$ cat src/rtl/tabla_sweep_ctrl_pkg.sv
// Shared definitions for the truth-table sweep controller: FSM state encoding
// and the vector/counter widths used by the top level.
package tabla_sweep_ctrl_pkg;

    localparam int unsigned VEC_W   = 3;
    localparam int unsigned NUM_VEC = 8;
    localparam int unsigned CNT_W   = 4;

    localparam logic [VEC_W-1:0] LAST_VEC = VEC_W'(NUM_VEC - 1);

    typedef enum logic [1:0] {
        ST_IDLE   = 2'd0,
        ST_SETTLE = 2'd1,
        ST_SAMPLE = 2'd2,
        ST_DONE   = 2'd3
    } state_e;

endpackage

$ cat src/rtl/tabla_settle_timer.sv
// Settle timer: loads SETTLE_CYC-1 and counts down while enabled.
// Ports:
//   clk, rst_n   clock / async active-low reset
//   load_i       reload the counter (takes priority over counting)
//   en_i         count down by one per cycle while nonzero
//   expired_c_o  combinational: counter has reached zero
module tabla_settle_timer #(
    parameter int unsigned SETTLE_CYC = 2
) (
    input  logic clk,
    input  logic rst_n,
    input  logic load_i,
    input  logic en_i,
    output logic expired_c_o
);

    localparam int unsigned CW = (SETTLE_CYC < 2) ? 1 : $clog2(SETTLE_CYC + 1);
    localparam logic [CW-1:0] LOAD_VAL = CW'(SETTLE_CYC - 1);

    logic [CW-1:0] cnt_q, cnt_d;

    // Next count: reload wins, otherwise decrement until zero.
    always_comb begin
        cnt_d = cnt_q;
        if (load_i) begin
            cnt_d = LOAD_VAL;
        end else if (en_i && (cnt_q != '0)) begin
            cnt_d = cnt_q - CW'(1);
        end
    end

    always_ff @(posedge clk or negedge rst_n) begin
        if (!rst_n) begin
            cnt_q <= '0;
        end else begin
            cnt_q <= cnt_d;
        end
    end

    assign expired_c_o = (cnt_q == '0);

endmodule

$ cat src/rtl/tabla_sweep_ctrl.sv
// Sweeps all eight {A,B,C} vectors into N_IMPL parallel truth-table
// implementations, compares each against the golden table, captures impl 0's
// table, counts failing vectors and records the first failing vector.
// Ports:
//   clk, rst_n   clock / async active-low reset
//   start        begin a sweep (honoured in IDLE or DONE only)
//   abort        synchronous return to IDLE, highest priority
//   y_in         implementation outputs, bit i = impl i
//   abc          vector driven to all implementations
//   busy, done   sweep in progress / sweep complete (held)
//   pass         done with zero errors
//   err_cnt      failing-vector count
//   fail_vld     any failure seen; first_fail = first failing vector
//   tt_cap       impl 0 captured table, tt_cap[v] = y_in[0] at vector v
module tabla_sweep_ctrl
    import tabla_sweep_ctrl_pkg::*;
#(
    parameter int unsigned N_IMPL     = 3,
    parameter int unsigned SETTLE_CYC = 2,
    parameter logic [7:0]  EXPECTED   = 8'h96
) (
    input  logic               clk,
    input  logic               rst_n,
    input  logic               start,
    input  logic               abort,
    input  logic [N_IMPL-1:0]  y_in,
    output logic [VEC_W-1:0]   abc,
    output logic               busy,
    output logic               done,
    output logic               pass,
    output logic [CNT_W-1:0]   err_cnt,
    output logic               fail_vld,
    output logic [VEC_W-1:0]   first_fail,
    output logic [NUM_VEC-1:0] tt_cap
);

    state_e               state_q, state_d;
    logic [VEC_W-1:0]     abc_q, abc_d;
    logic                 busy_q, busy_d;
    logic                 done_q, done_d;
    logic                 pass_q, pass_d;
    logic [CNT_W-1:0]     err_q, err_d;
    logic                 fv_q, fv_d;
    logic [VEC_W-1:0]     ff_q, ff_d;
    logic [NUM_VEC-1:0]   tt_q, tt_d;

    logic tmr_load, tmr_en, tmr_expired_c;
    logic mismatch_c;

    tabla_settle_timer #(
        .SETTLE_CYC (SETTLE_CYC)
    ) u_timer (
        .clk         (clk),
        .rst_n       (rst_n),
        .load_i      (tmr_load),
        .en_i        (tmr_en),
        .expired_c_o (tmr_expired_c)
    );

    // Any implementation disagreeing with the golden bit for the current vector.
    assign mismatch_c = |(y_in ^ {N_IMPL{EXPECTED[abc_q]}});

    // Next-state, datapath and registered-output decode.
    always_comb begin
        state_d  = state_q;
        abc_d    = abc_q;
        err_d    = err_q;
        fv_d     = fv_q;
        ff_d     = ff_q;
        tt_d     = tt_q;
        tmr_load = 1'b0;
        tmr_en   = 1'b0;

        case (state_q)
            ST_IDLE, ST_DONE: begin
                if (start) begin
                    state_d  = ST_SETTLE;
                    abc_d    = '0;
                    err_d    = '0;
                    fv_d     = 1'b0;
                    ff_d     = '0;
                    tt_d     = '0;
                    tmr_load = 1'b1;
                end
            end
            ST_SETTLE: begin
                tmr_en = 1'b1;
                if (tmr_expired_c) begin
                    state_d = ST_SAMPLE;
                end
            end
            ST_SAMPLE: begin
                tt_d[abc_q] = y_in[0];
                if (mismatch_c) begin
                    err_d = err_q + CNT_W'(1);
                    if (!fv_q) begin
                        fv_d = 1'b1;
                        ff_d = abc_q;
                    end
                end
                if (abc_q == LAST_VEC) begin
                    state_d = ST_DONE;
                end else begin
                    abc_d    = abc_q + VEC_W'(1);
                    state_d  = ST_SETTLE;
                    tmr_load = 1'b1;
                end
            end
            default: state_d = ST_IDLE;
        endcase

        // Abort overrides everything; results from earlier vectors are kept.
        if (abort) begin
            state_d  = ST_IDLE;
            abc_d    = '0;
            err_d    = err_q;
            fv_d     = fv_q;
            ff_d     = ff_q;
            tt_d     = tt_q;
            tmr_load = 1'b0;
        end

        busy_d = (state_d == ST_SETTLE) || (state_d == ST_SAMPLE);
        done_d = (state_d == ST_DONE);
        pass_d = done_d && (err_d == '0);
    end

    always_ff @(posedge clk or negedge rst_n) begin
        if (!rst_n) begin
            state_q <= ST_IDLE;
            abc_q   <= '0;
            busy_q  <= 1'b0;
            done_q  <= 1'b0;
            pass_q  <= 1'b0;
            err_q   <= '0;
            fv_q    <= 1'b0;
            ff_q    <= '0;
            tt_q    <= '0;
        end else begin
            state_q <= state_d;
            abc_q   <= abc_d;
            busy_q  <= busy_d;
            done_q  <= done_d;
            pass_q  <= pass_d;
            err_q   <= err_d;
            fv_q    <= fv_d;
            ff_q    <= ff_d;
            tt_q    <= tt_d;
        end
    end

    assign abc        = abc_q;
    assign busy       = busy_q;
    assign done       = done_q;
    assign pass       = pass_q;
    assign err_cnt    = err_q;
    assign fail_vld   = fv_q;
    assign first_fail = ff_q;
    assign tt_cap     = tt_q;

endmodule

$ cat config.mk
export PLATFORM = sky130hd
export DESIGN_NAME = tabla_sweep_ctrl
export DESIGN_NICKNAME = d
export VERILOG_FILES = /design/src/rtl/tabla_sweep_ctrl_pkg.sv /design/src/rtl/tabla_settle_timer.sv /design/src/rtl/tabla_sweep_ctrl.sv
export SDC_FILE = /design/constraint.sdc
export NUM_CORES = 1
export LEC_CHECK = 0
export ABC_AREA = 1
export BUFFER_PORTS_ARGS = -buffer_cell sky130_fd_sc_hd__buf_4
export CORE_ASPECT_RATIO = 1.75
export CORE_UTILIZATION = 53
export CTS_CLUSTER_DIAMETER = 80
export DETAILED_ROUTE_END_ITERATION = 8
export HOLD_SLACK_MARGIN = 0.05
export PLACE_DENSITY_LB_ADDON = 0.12
export SLEW_MARGIN = 0
export SYNTH_ARGS = -nofsm -noshare
export SYNTH_HDL_FRONTEND = slang
export SYNTH_SLANG_ARGS = --single-unit
$ cat constraint.sdc
create_clock -name clk -period 2.5 [get_ports clk]
set_clock_uncertainty 0.2 [all_clocks]
set_input_delay 0.125 -clock clk [delete_from_list [all_inputs] [get_ports clk]]
set_output_delay 0.125 -clock clk [all_outputs]
set_load 0.01 [all_outputs]
==> results of run 1 <==
==> power groups by stage <==
| stage | logic, mW | registers, mW | clock network (mW) |
|---|---|---|---|
| after CTS | 0.405 | 0.505 | 0.243 |
| after global placement | 0.385 | 0.510 | 0 |
| after global routing | 0.453 | 0.513 | 0.254 |
| after detailed placement | 0.401 | 0.513 | 0 |
| after floorplan | 0.273 | 0.518 | 0 |
| final | 0.403 | 0.506 | 0.238 |
==> layout by cell type (no fill, tap or decap) <==
cell type      instances
inv_1                 35
o22ai_1                8
nor2_1                11
a21oi_2                1
o21ai_1                3
o21ai_2                1
nor2_4                 1
o31ai_1                4
nand2_4                2
o21ai_0                8
ha_1                   7
nor3_1                 2
dlygate4sd3_1          2
clkbuf_8               3
a21oi_1               11
buf_4                 28
nand3_1               16
nand2_1               27
dfrtp_1               26
inv_2                  2
nand2_2                5
==> per-stage QoR <==
stage / hold slack (ns) / instances / total power [mW] / util
after floorplan: -0.371 / 171 / 0.791 / -
after global placement: -0.153 / 224 / 0.895 / 0.652
after detailed placement: -0.147 / 224 / 0.914 / 0.652
after CTS: 0.0845 / 229 / 1.15 / 0.677
after global routing: 0.121 / 229 / 1.22 / 0.677
final: 0.0783 / 229 / 1.15 / 0.677
==> logic make-up after synthesis <==
group | synth area share
AOI/OAI and AO/OA | 0.150
adders and majority gates | 0.0631
buffers and inverters | 0.104
DFF | 0.469
and+or+nand+nor | 0.215
==> worst max-delay path, cell delays in order (launching register included) <==
cell	delay (ns)
dfrtp_1	0.40
inv_1	0.06
ha_1	0.46
inv_2	0.18
nand2_2	0.12
nand3_1	0.11
a21oi_1	0.17
nand2_2	0.12
o31ai_1	0.24
==> state kept, by name (all words and copies together), names as in the netlist <==
name	cells
err_cnt	4
abc	3
first_fail	3
u_timer.cnt_q	2
pass	1
tt_cap	8
busy	1
done	1
fail_vld	1
state_q	2
==> final cells by class <==
class                           count  area [sq um]  share of cell area
Clock buffer                        3          41.3              0.0245
Inverter                           37           139              0.0823
Sequential cell                    26           651               0.386
Timing Repair Buffer               30           230               0.136
Multi-Input combinational cell    107           593               0.352
Tap cell                           26          32.5              0.0193
==> layer usage <==
layer | vias to the layer above | track usage | wire (um) | part of all wire
met4 | 0 | 0.0926 | 53 | 0.018
met3 | 5 | 0.0449 | 96 | 0.033
li1 | 619 | - | - | -
met1 | 562 | 0.238 | 1190 | 0.41
met2 | 23 | 0.411 | 1590 | 0.54
met5 | - | 0 | 0 | 0
==> path summary, 6_finish.rpt <==
path / endpoint / start / slack (ns) / cells after the start
min in group clk: u_timer.cnt_q[0] / start / 0.08 / 5
max in group asynchronous: err_cnt[1] / rst_n / 1.77 / 2
min reg2reg: first_fail[0] / first_fail[0] / 0.30 / 2
max reg2reg: first_fail[1] / state_q[0] / 0.33 / 8
min: u_timer.cnt_q[1] / rst_n / 0.08 / 2
max: first_fail[1] / state_q[0] / 0.33 / 8
==> summary.md, run 1 <==
| Metric | Value |
|---|---|
| Status | `completed` |
| Worst skew pair latency | `approximately 0.27 ns` |
| Hold Buf Count CTS | `2` |
| Post-synthesis sequential area ratio | `0.469` |
| Initial Util | `0.557` |
| Top cell type by total area after synthesis | `dfrtp_1` |
| RePlAce Congestion | `0.834` |
| Yosys cell types | `19` |
| Clk sink count | `26` |
| Clk pwr share | `0.207` |
| Worst VDD drop | `0.641 mV` |
| Worst slew pin tran | `a little under 0.5 ns` |
| Final Critical Period | `2.17 ns` |
| Layout cells sized above 1 | `0.212` |
| CTS tree | `built` |
| Setup TNS | `0 ns` |
| Critical Path End Type | `register` |
| Main synth FF type | `dfrtp_1` |
| GRT Overall Usage | `0.231` |
| Post-Syn Instances | `171` |
| Yosys warning total | `0` |
| Avg Cell Area, Syn | `about 8.1 sq um` |
| First-pass detailed-route iteration total | `4` |
| NumNets Final | `219` |
| Worst setup margin | `~0.33 ns` |
| Antenna Nets Post-Route | `0` |
| Root buffer cell | `clkbuf_8` |
| Yosys top cell area share | `0.469` |
| Vias | `~1200` |
| WL/cell | `12.8 um` |
| Placement Setup Slack | `0.344 ns` |
| Share of total power in sequential cells | `0.441` |
| Post-synth EDFFs | `0` |
| RSZ-0062 raised after global routing | `false` |
| Max Transition Viols Final | `0` |
| Ports | `29` |
| Hold Violations, Final | `0` |
| Max Clk Rate | `~460 MHz` |
| Die Width | `around 41 um` |
| Placed cell areas | `around 1600 sq um` |
| Die Height | `69.7 um` |
| Net switching power | `between 0.4 and 0.5 mW` |
| H-tree Lvls | `1` |
| Grt ovf | `0` |
| CP max FO | `12` |
| Final HPWL DP | `~2200 um` |
| Ys async rst share | `1.00` |
| Leak | `between 0.8 and 0.9 nW` |
| Max transition margin | `0.670` |
| Final setup violation count | `0` |
| Clock slew at reported path FFs | `roughly 0.08 ns` |
| #FFs+latches synth | `26` |
| First-pass GRT wire length | `between 4000 and 5000 um` |
| Period utilization | `0.869` |
| Via/cell ratio | `approximately 5.3` |
| Fillers | `213` |
| CP required | `~2.5 ns` |
| Post-route cell area | `approximately 1700 sq um` |
| Power per cell area | `between 600 and 700 nW/um^2` |
| Initial drt markers | `55` |
| CP Launch Type | `register` |
| Initial antenna violation count | `0` |
| Largest net degree at the start of global routing | `27` |
| Most frequent cell after synthesis | `inv_1` |
| Drc violations | `0` |
| Area Growth Syn to Fin | `21.6%` |
| Most instantiated cells after synthesis | `inv_1 (35), nand2_1 (27), dfrtp_1 (26), nand3_1 (16)` |
| WS Path Type | `reg2reg` |
| IO Port Bufs | `28` |
| Antenna Cells | `0` |
| Post-CTS Setup Inserts | `0` |
| Internal | `about 0.73 mW` |
| Gate power share | `0.351` |
| Synth Net Count | `185` |
| Largest cells by area after synthesis | `dfrtp_1 (47%), inv_1 (9.5%), nand2_1 (7.3%)` |
| Max clock buf depth | `2` |
| Floorplan Core Area | `about 2500 sq um` |
| Num CTS Buffers | `3` |
| Netlist Area Pre-Place | `1390 sq um` |
| Gates resized, CTS repair | `0` |
| Vias in the first global route | `approximately 1200` |
| Maxcap violations | `0` |
| CP arrival | `approximately 2.2 ns` |
| Sw frac | `0.362` |
| WL final | `between 2000 and 3000 um` |
| Total Die Area | `2830 sq um` |
| Worst min-delay path class | `in2async` |
| FP Rows | `24` |
(Power assumes the default switching activity.)
==> inputs of run 2 (changes only) <==
==> constraint.sdc (replaced) <==
create_clock -name clk -period 2.1 [get_ports clk]
set_clock_uncertainty 0.2 [all_clocks]
set_input_delay 0.105 -clock clk [delete_from_list [all_inputs] [get_ports clk]]
set_output_delay 0.105 -clock clk [all_outputs]
set_load 0.01 [all_outputs]
==> summary.md, run 2 (synthesis gave the netlist of run 1 again) <==
| Metric | Value |
|---|---|
| Clock slew at reported path FFs | `0.09 ns (about the same)` |
| WL/cell | `13.2 um (+3.3%)` |
| Ports | `29 (unchanged)` |
| Leak | `0.915 nW (+2.0%)` |
| Status | `completed` |
| Initial antenna violation count | `0 (unchanged)` |
| Most frequent cells in the layout | `inv_1 (35), buf_4 (30), nand2_1 (27)` |
| Worst path slowest cell | `dfrtp_1` |
| Antenna Nets Post-Route | `0 (unchanged)` |
| FP Rows | `24 (unchanged)` |
| Sequential Area | `651 sq um (unchanged)` |
| Share of total power in sequential cells | `0.423 (-0.018)` |
| Worst hold margin | `0.0719 ns (-0.00631 ns)` |
| Worst setup margin | `0.133 ns (-0.193 ns)` |
| Max Transition Viols Final | `0 (unchanged)` |
| Critical Path End Type | `register` |
| Crit path launch | `state_q[0]` |
| Multi-input gate area | `593 sq um (unchanged)` |
| Max transition margin | `0.768 (+0.0980)` |
| CP max FO | `4 (-8)` |
| Clk sink count | `26 (unchanged)` |
| Max Clk Rate | `509 MHz (+11%)` |
| Root buffer cell | `clkbuf_8` |
| Post-CTS Setup Inserts | `0 (unchanged)` |
| Worst skew pair latency | `0.27 ns (about the same)` |
| Power per cell area | `826 nW/um^2 (+21%)` |
| Maxcap violations | `0 (unchanged)` |
| NumNets Final | `221 (+0.91%)` |
| CTS tree | `built` |
| Hold Violations, Final | `0 (unchanged)` |
| Internal | `0.914 mW (+25%)` |
| Max clock buf depth | `2 (unchanged)` |
| First-pass detailed-route iteration total | `6 (+2)` |
| Drc violations | `0 (unchanged)` |
| Num CTS Buffers | `3 (unchanged)` |
| Antenna Cells | `0 (unchanged)` |
| Commonest non-fill, non-tap cell in the layout | `inv_1` |
| CP delay by family, top | `adder cells` |
| Clk pwr share | `0.227 (+0.020)` |
| Layout cells sized above 1 | `0.223 (+0.0115)` |
| CP arrival | `1.98 ns (-0.17 ns)` |
| Crit-path cells | `inv_1 > ha_1 > nand2_1 > nand3_1 > a21oi_1 > ha_1 > nand2_1 > nor2_1` |
| Grt ovf | `0 (unchanged)` |
| GRT Overall Usage | `0.250 (+0.0189)` |
| Net switching power | `0.503 mW (+21%)` |
| Worst reg-to-reg setup slack | `0.13 ns (-0.19 ns)` |
| Worst slew pin tran | `0.347 ns (-0.148 ns)` |
| IO Port Bufs | `28 (unchanged)` |
| H-tree Lvls | `1 (unchanged)` |
| Post-route insts no fill | `232 (+1.3%)` |
| Worst min-delay path class | `in2async` |
| Setup TNS | `0 ns (unchanged)` |
| Worst VDD drop | `0.671 mV (+4.7%)` |
| Period utilization | `0.936 (+0.0671)` |
| CP Launch Type | `register` |
| Final Critical Period | `1.97 ns (-0.207 ns)` |
| RSZ-0062 raised after global routing | `false` |
| Die Height | `69.7 um (unchanged)` |
| Largest net degree at the start of global routing | `27 (unchanged)` |
| RePlAce Congestion | `0.777 (-6.8%)` |
| Initial Util | `0.557 (unchanged)` |
| Floorplan Core Area | `2490 sq um (unchanged)` |
| CP max stage delay | `0.39 ns (-0.07 ns)` |
| Vias | `1270 (+5.0%)` |
| Fillers | `211 (-0.94%)` |
| Final setup violation count | `0 (unchanged)` |
| Placement Setup Slack | `0.207 ns (-0.137 ns)` |
| Via/cell ratio | `5.47 (+3.7%)` |
| Total Die Area | `2830 sq um (unchanged)` |
| Max FFs per register | `8 (unchanged)` |
| CP required | `2.11 ns (-0.37 ns)` |
| Vias in the first global route | `1231 (+3.0%)` |
| Die Width | `40.7 um (unchanged)` |
| Gates resized, CTS repair | `0 (unchanged)` |
| Placed cells | `226 (+0.89%)` |
| Crit path buf inv count | `1 (-1)` |
| WS Path Type | `reg2reg` |
| Overall Power | `1.42 mW (+24%)` |
| Sw frac | `0.355 (-0.00635)` |
| R2R Path Start | `state_q[0]` |
| Gate power share | `0.349 (-0.002)` |
| Final HPWL DP | `2310 um (+4.0%)` |
| Area Growth Syn to Fin | `23.6%` |
| First-pass GRT wire length | `4970 um (+6.5%)` |
| WL final | `3070 um (+4.6%)` |
| Initial drt markers | `22 (-60%)` |
==> run 2: power by group through the flow <==
stage               clock (mW)  combinational (mW)  sequential, mW
floorplan                    0               0.325           0.617
global placement             0               0.459           0.608
detailed placement           0               0.484           0.609
CTS                      0.325               0.497           0.600
global route             0.354               0.552           0.607
finish                   0.322               0.495           0.600
==> run 2: repair_timing <==
item                                    in CTS  in global routing
hold buffers                                 2                  0
endpoints found under the setup margin       0                  0
hold endpoints to repair                    34                  0
==> run 2: final cells by class <==
class | instances | share of cell area
well taps | 26 | 0.0190
multi-input cells | 107 | 0.346
repair buffers | 32 | 0.143
flip-flops and latches | 26 | 0.379
inverters | 37 | 0.0810
clock buffers | 4 | 0.0321
==> run 2: final timing paths <==
path                                    end  depth (start not counted)
max                                    pass                          8
min                                    done                          2
max reg2reg                            pass                          8
min reg2reg                   first_fail[0]                          2
max in group asynchronous         tt_cap[2]                          2
min in group clk           u_timer.cnt_q[0]                          5
==> run 2: through the flow <==
step	area (sq um)	utilization
floorplan	1390	-
global placement	1640	0.658
detailed placement	1640	0.658
CTS	1720	0.688
global route	1720	0.688
finish	1720	0.688
==> run 2: layer usage <==
metal,wire [um],global-route usage
met1,1170,0.258
met2,1750,0.439
met3,76,0.0385
met4,68,0.122
met5,0,0
==> run 2: worst reg2reg max path, delay by kind of cell, from the launching register on <==
kind	cells	cell delay, ns
flip-flops	1	0.39
AO/OA/AOI/OAI	1	0.22
AND/OR/NAND/NOR	4	0.51
adder cells (fa/ha/maj)	2	0.54
buffers and inverters	1	0.06
==> inputs of run 3 (changes only) <==
--- a/config.mk
+++ b/config.mk
@@ -5,7 +5,6 @@
 export SDC_FILE = /design/constraint.sdc
 export NUM_CORES = 1
 export LEC_CHECK = 0
-export ABC_AREA = 1
 export BUFFER_PORTS_ARGS = -buffer_cell sky130_fd_sc_hd__buf_4
 export CORE_ASPECT_RATIO = 1.75
 export CORE_UTILIZATION = 53
==> summary.md, run 3 <==
| Metric | Value |
|---|---|
| Status | `completed` |
| Max clock buf depth | `2 (unchanged)` |
| Setup TNS | `0 ns (unchanged)` |
| Max Clk Rate | `477 MHz (-6.2%)` |
| Placed cells | `204 (-9.7%)` |
| Most instantiated cells after synthesis | `dfrtp_1 (26), o21ai_0 (16), nor2_1 (13), inv_1 (12), nand2_1 (12)` |
| Die Height | `69.3 um (-0.57%)` |
| Grt ovf | `0 (unchanged)` |
| WL final | `3160 um (+3.1%)` |
| NumNets Final | `203 (-8.1%)` |
| Leak | `0.896 nW (-2.2%)` |
| Hold Violations, Final | `0 (unchanged)` |
| WS Path Type | `reg2reg` |
| Area Growth Syn to Fin | `36.7%` |
| Commonest non-fill, non-tap cell in the layout | `buf_4` |
| Avg Cell Area, Syn | `9.59 sq um (+18%)` |
| Internal | `1.21 mW (+32%)` |
| Post-route insts no fill | `214 (-7.8%)` |
| Final setup violation count | `0 (unchanged)` |
| Worst hold margin | `0.0612 ns (-0.0108 ns)` |
| Worst skew pair latency | `0.28 ns (about the same)` |
| Clk sink count | `26 (unchanged)` |
| FP Rows | `24 (unchanged)` |
| CP max FO | `7 (+3)` |
| Vias in the first global route | `1260 (+2.4%)` |
| Post-synth EDFFs | `0 (unchanged)` |
| RePlAce Congestion | `0.828 (+6.6%)` |
| RSZ-0062 raised after global routing | `true` |
| Net switching power | `0.709 mW (+41%)` |
| Maxcap violations | `0 (unchanged)` |
| Worst slew pin tran | `0.334 ns (-0.0137 ns)` |
| WL/cell | `14.8 um (+12%)` |
| Initial antenna violation count | `0 (unchanged)` |
| Layout cells sized above 1 | `0.324 (+0.101)` |
| Die Width | `40.5 um (-0.57%)` |
| Period utilization | `0.999 (+0.0622)` |
| Ports | `29 (unchanged)` |
| Total Die Area | `2800 sq um (-1.1%)` |
| Largest cells by area after synthesis | `dfrtp_1 (47%), ha_1 (6.4%), o21ai_0 (5.8%)` |
| Worst min-delay path class | `in2async` |
| Initial drt markers | `29 (+32%)` |
| Sw frac | `0.370 (+0.0149)` |
| Final HPWL DP | `2300 um (-0.35%)` |
| CP Launch Type | `register` |
| Critical Path End Type | `register` |
| Max Transition Viols Final | `0 (unchanged)` |
| #FFs+latches synth | `26 (unchanged)` |
| Antenna Nets Post-Route | `0 (unchanged)` |
| Drc violations | `0 (unchanged)` |
| Share of total power in sequential cells | `0.336 (-0.087)` |
| Ys async rst share | `1.00 (unchanged)` |
| Most frequent cells in the layout | `buf_4 (42), dfrtp_1 (25), o21ai_0 (16)` |
| Clock slew at reported path FFs | `0.09 ns (about the same)` |
| IO Port Bufs | `28 (unchanged)` |
| Root buffer cell | `clkbuf_8` |
| H-tree Lvls | `1 (unchanged)` |
| Clk pwr share | `0.172 (-0.055)` |
| Yosys cell types | `35 (+16)` |
| Netlist Area Pre-Place | `1370 sq um (-1.2%)` |
| Yosys top cell area share | `0.474 (+0.00556)` |
| CP arrival | `2.08 ns (+0.10 ns)` |
| Num CTS Buffers | `3 (unchanged)` |
| Antenna Cells | `0 (unchanged)` |
| Initial Util | `0.557 (about the same)` |
| Most frequent cell after synthesis | `dfrtp_1` |
| Placed cell areas | `1700 sq um (+3.6%)` |
| Main synth FF type | `dfrtp_1` |
| Top cell type by total area after synthesis | `dfrtp_1` |
| CP required | `2.09 ns (-0.02 ns)` |
| Vias | `1215 (-4.3%)` |
| Max FFs per register | `8 (unchanged)` |
| Largest net degree at the start of global routing | `27 (unchanged)` |
| Final Critical Period | `2.10 ns (+0.131 ns)` |
| Worst setup margin | `0.00285 ns (-0.131 ns)` |
| GRT Overall Usage | `0.263 (+0.0133)` |
| Max transition margin | `0.778 (+0.00976)` |
| Post-route cell area | `1870 sq um (+9.3%)` |
| Power per cell area | `1020 nW/um^2 (+24%)` |
| First-pass detailed-route iteration total | `4 (-2)` |
| First-pass GRT wire length | `5260 um (+5.8%)` |
| Synth Net Count | `157 (-15%)` |
| Yosys warning total | `0 (unchanged)` |
| CTS tree | `built` |
| Post-synthesis sequential area ratio | `0.474 (+0.00556)` |
| Via/cell ratio | `5.68 (+3.7%)` |
| Overall Power | `1.92 mW (+35%)` |
| Post-Syn Instances | `143 (-16%)` |
| Gate power share | `0.492 (+0.143)` |
| Floorplan Core Area | `2460 sq um (-1.2%)` |
| Worst VDD drop | `0.847 mV (+26%)` |
| Util after Layout | `0.761 (+0.0729)` |
| Placement Setup Slack | `-0.0974 ns (-0.305 ns)` |
==> run 3: cell count changes in the layout (fill, tap and decap cells not counted), sizes merged, moves of 5 or more <==
cell | previous run | this run
a21oi | 12 | 4
nand3 | 16 | 2
o22ai | 8 | 2
inv | 37 | 12
buf | 30 | 42
nand2 | 34 | 12
nand2b | 0 | 5
==> run 3: routing by layer <==
layer	vias up	global-route usage	part of all wire
met5	-	0	0
met1	591	0.255	0.38
met2	24	0.480	0.57
met4	0	0.126	0.027
li1	593	-	-
met3	7	0.0353	0.024
==> run 3: kinds of logic (layout without fill, tap and decap cells) <==
kind of cell             after synthesis  in the layout  synth area share
AND/OR/NAND/NOR                       49             49             0.184
multiplexers                           5              5            0.0401
buffers and inverters                 17             62            0.0465
adder cells (fa/ha/maj)                7              7            0.0639
AO/OA/AOI/OAI                         37             37             0.172
XOR/XNOR                               2              2            0.0183
flip-flops                            26             26             0.474
==> run 3: area by class of cell <==
type / instances / area (sq um)
Timing Repair Buffer: 46 / 355
Multi-Input combinational cell: 100 / 734
Tap cell: 26 / 32.5
Inverter: 12 / 45.0
Clock buffer: 4 / 55.1
Sequential cell: 26 / 652
Fill cell: 183 / 588
==> run 3: final timing paths <==
kind	slack [ns]	end	cells after the start	startpoint
max in group asynchronous	1.37	abc[0]	2	rst_n
max reg2reg	0.003	pass	6	abc[0]
min in group clk	0.20	fail_vld	5	y_in[2]
min reg2reg	0.32	tt_cap[4]	2	tt_cap[4]
min	0.06	tt_cap[0]	2	rst_n
max	0.003	pass	6	abc[0]
==> run 3: worst max-delay path, stage by stage, from the launching register on <==
cell and delay, ns:
dfrtp_2 0.44, ha_4 0.30, xnor2_4 0.13, mux2i_4 0.32
nor4b_1 0.08, a211o_1 0.26, nor4b_2 0.27
==> run 3: power by group through the flow <==
stage	clock network (mW)	registers (mW)	logic (mW)
2_1_floorplan	0	0.667	0.490
5_1_grt	0.346	0.653	1.03
3_5_place_dp	0	0.651	0.819
4_1_cts	0.337	0.645	0.919
6_report	0.330	0.644	0.943
3_3_place_gp	0	0.647	0.790
==> run 3: what timing repair did <==
action,4_1_cts,5_1_grt
hold endpoints to repair,34,0
hold buffers,4,0
setup buffers,2,0
setup endpoints to repair,1,3
pin swaps,8,4
resized for setup,9,1
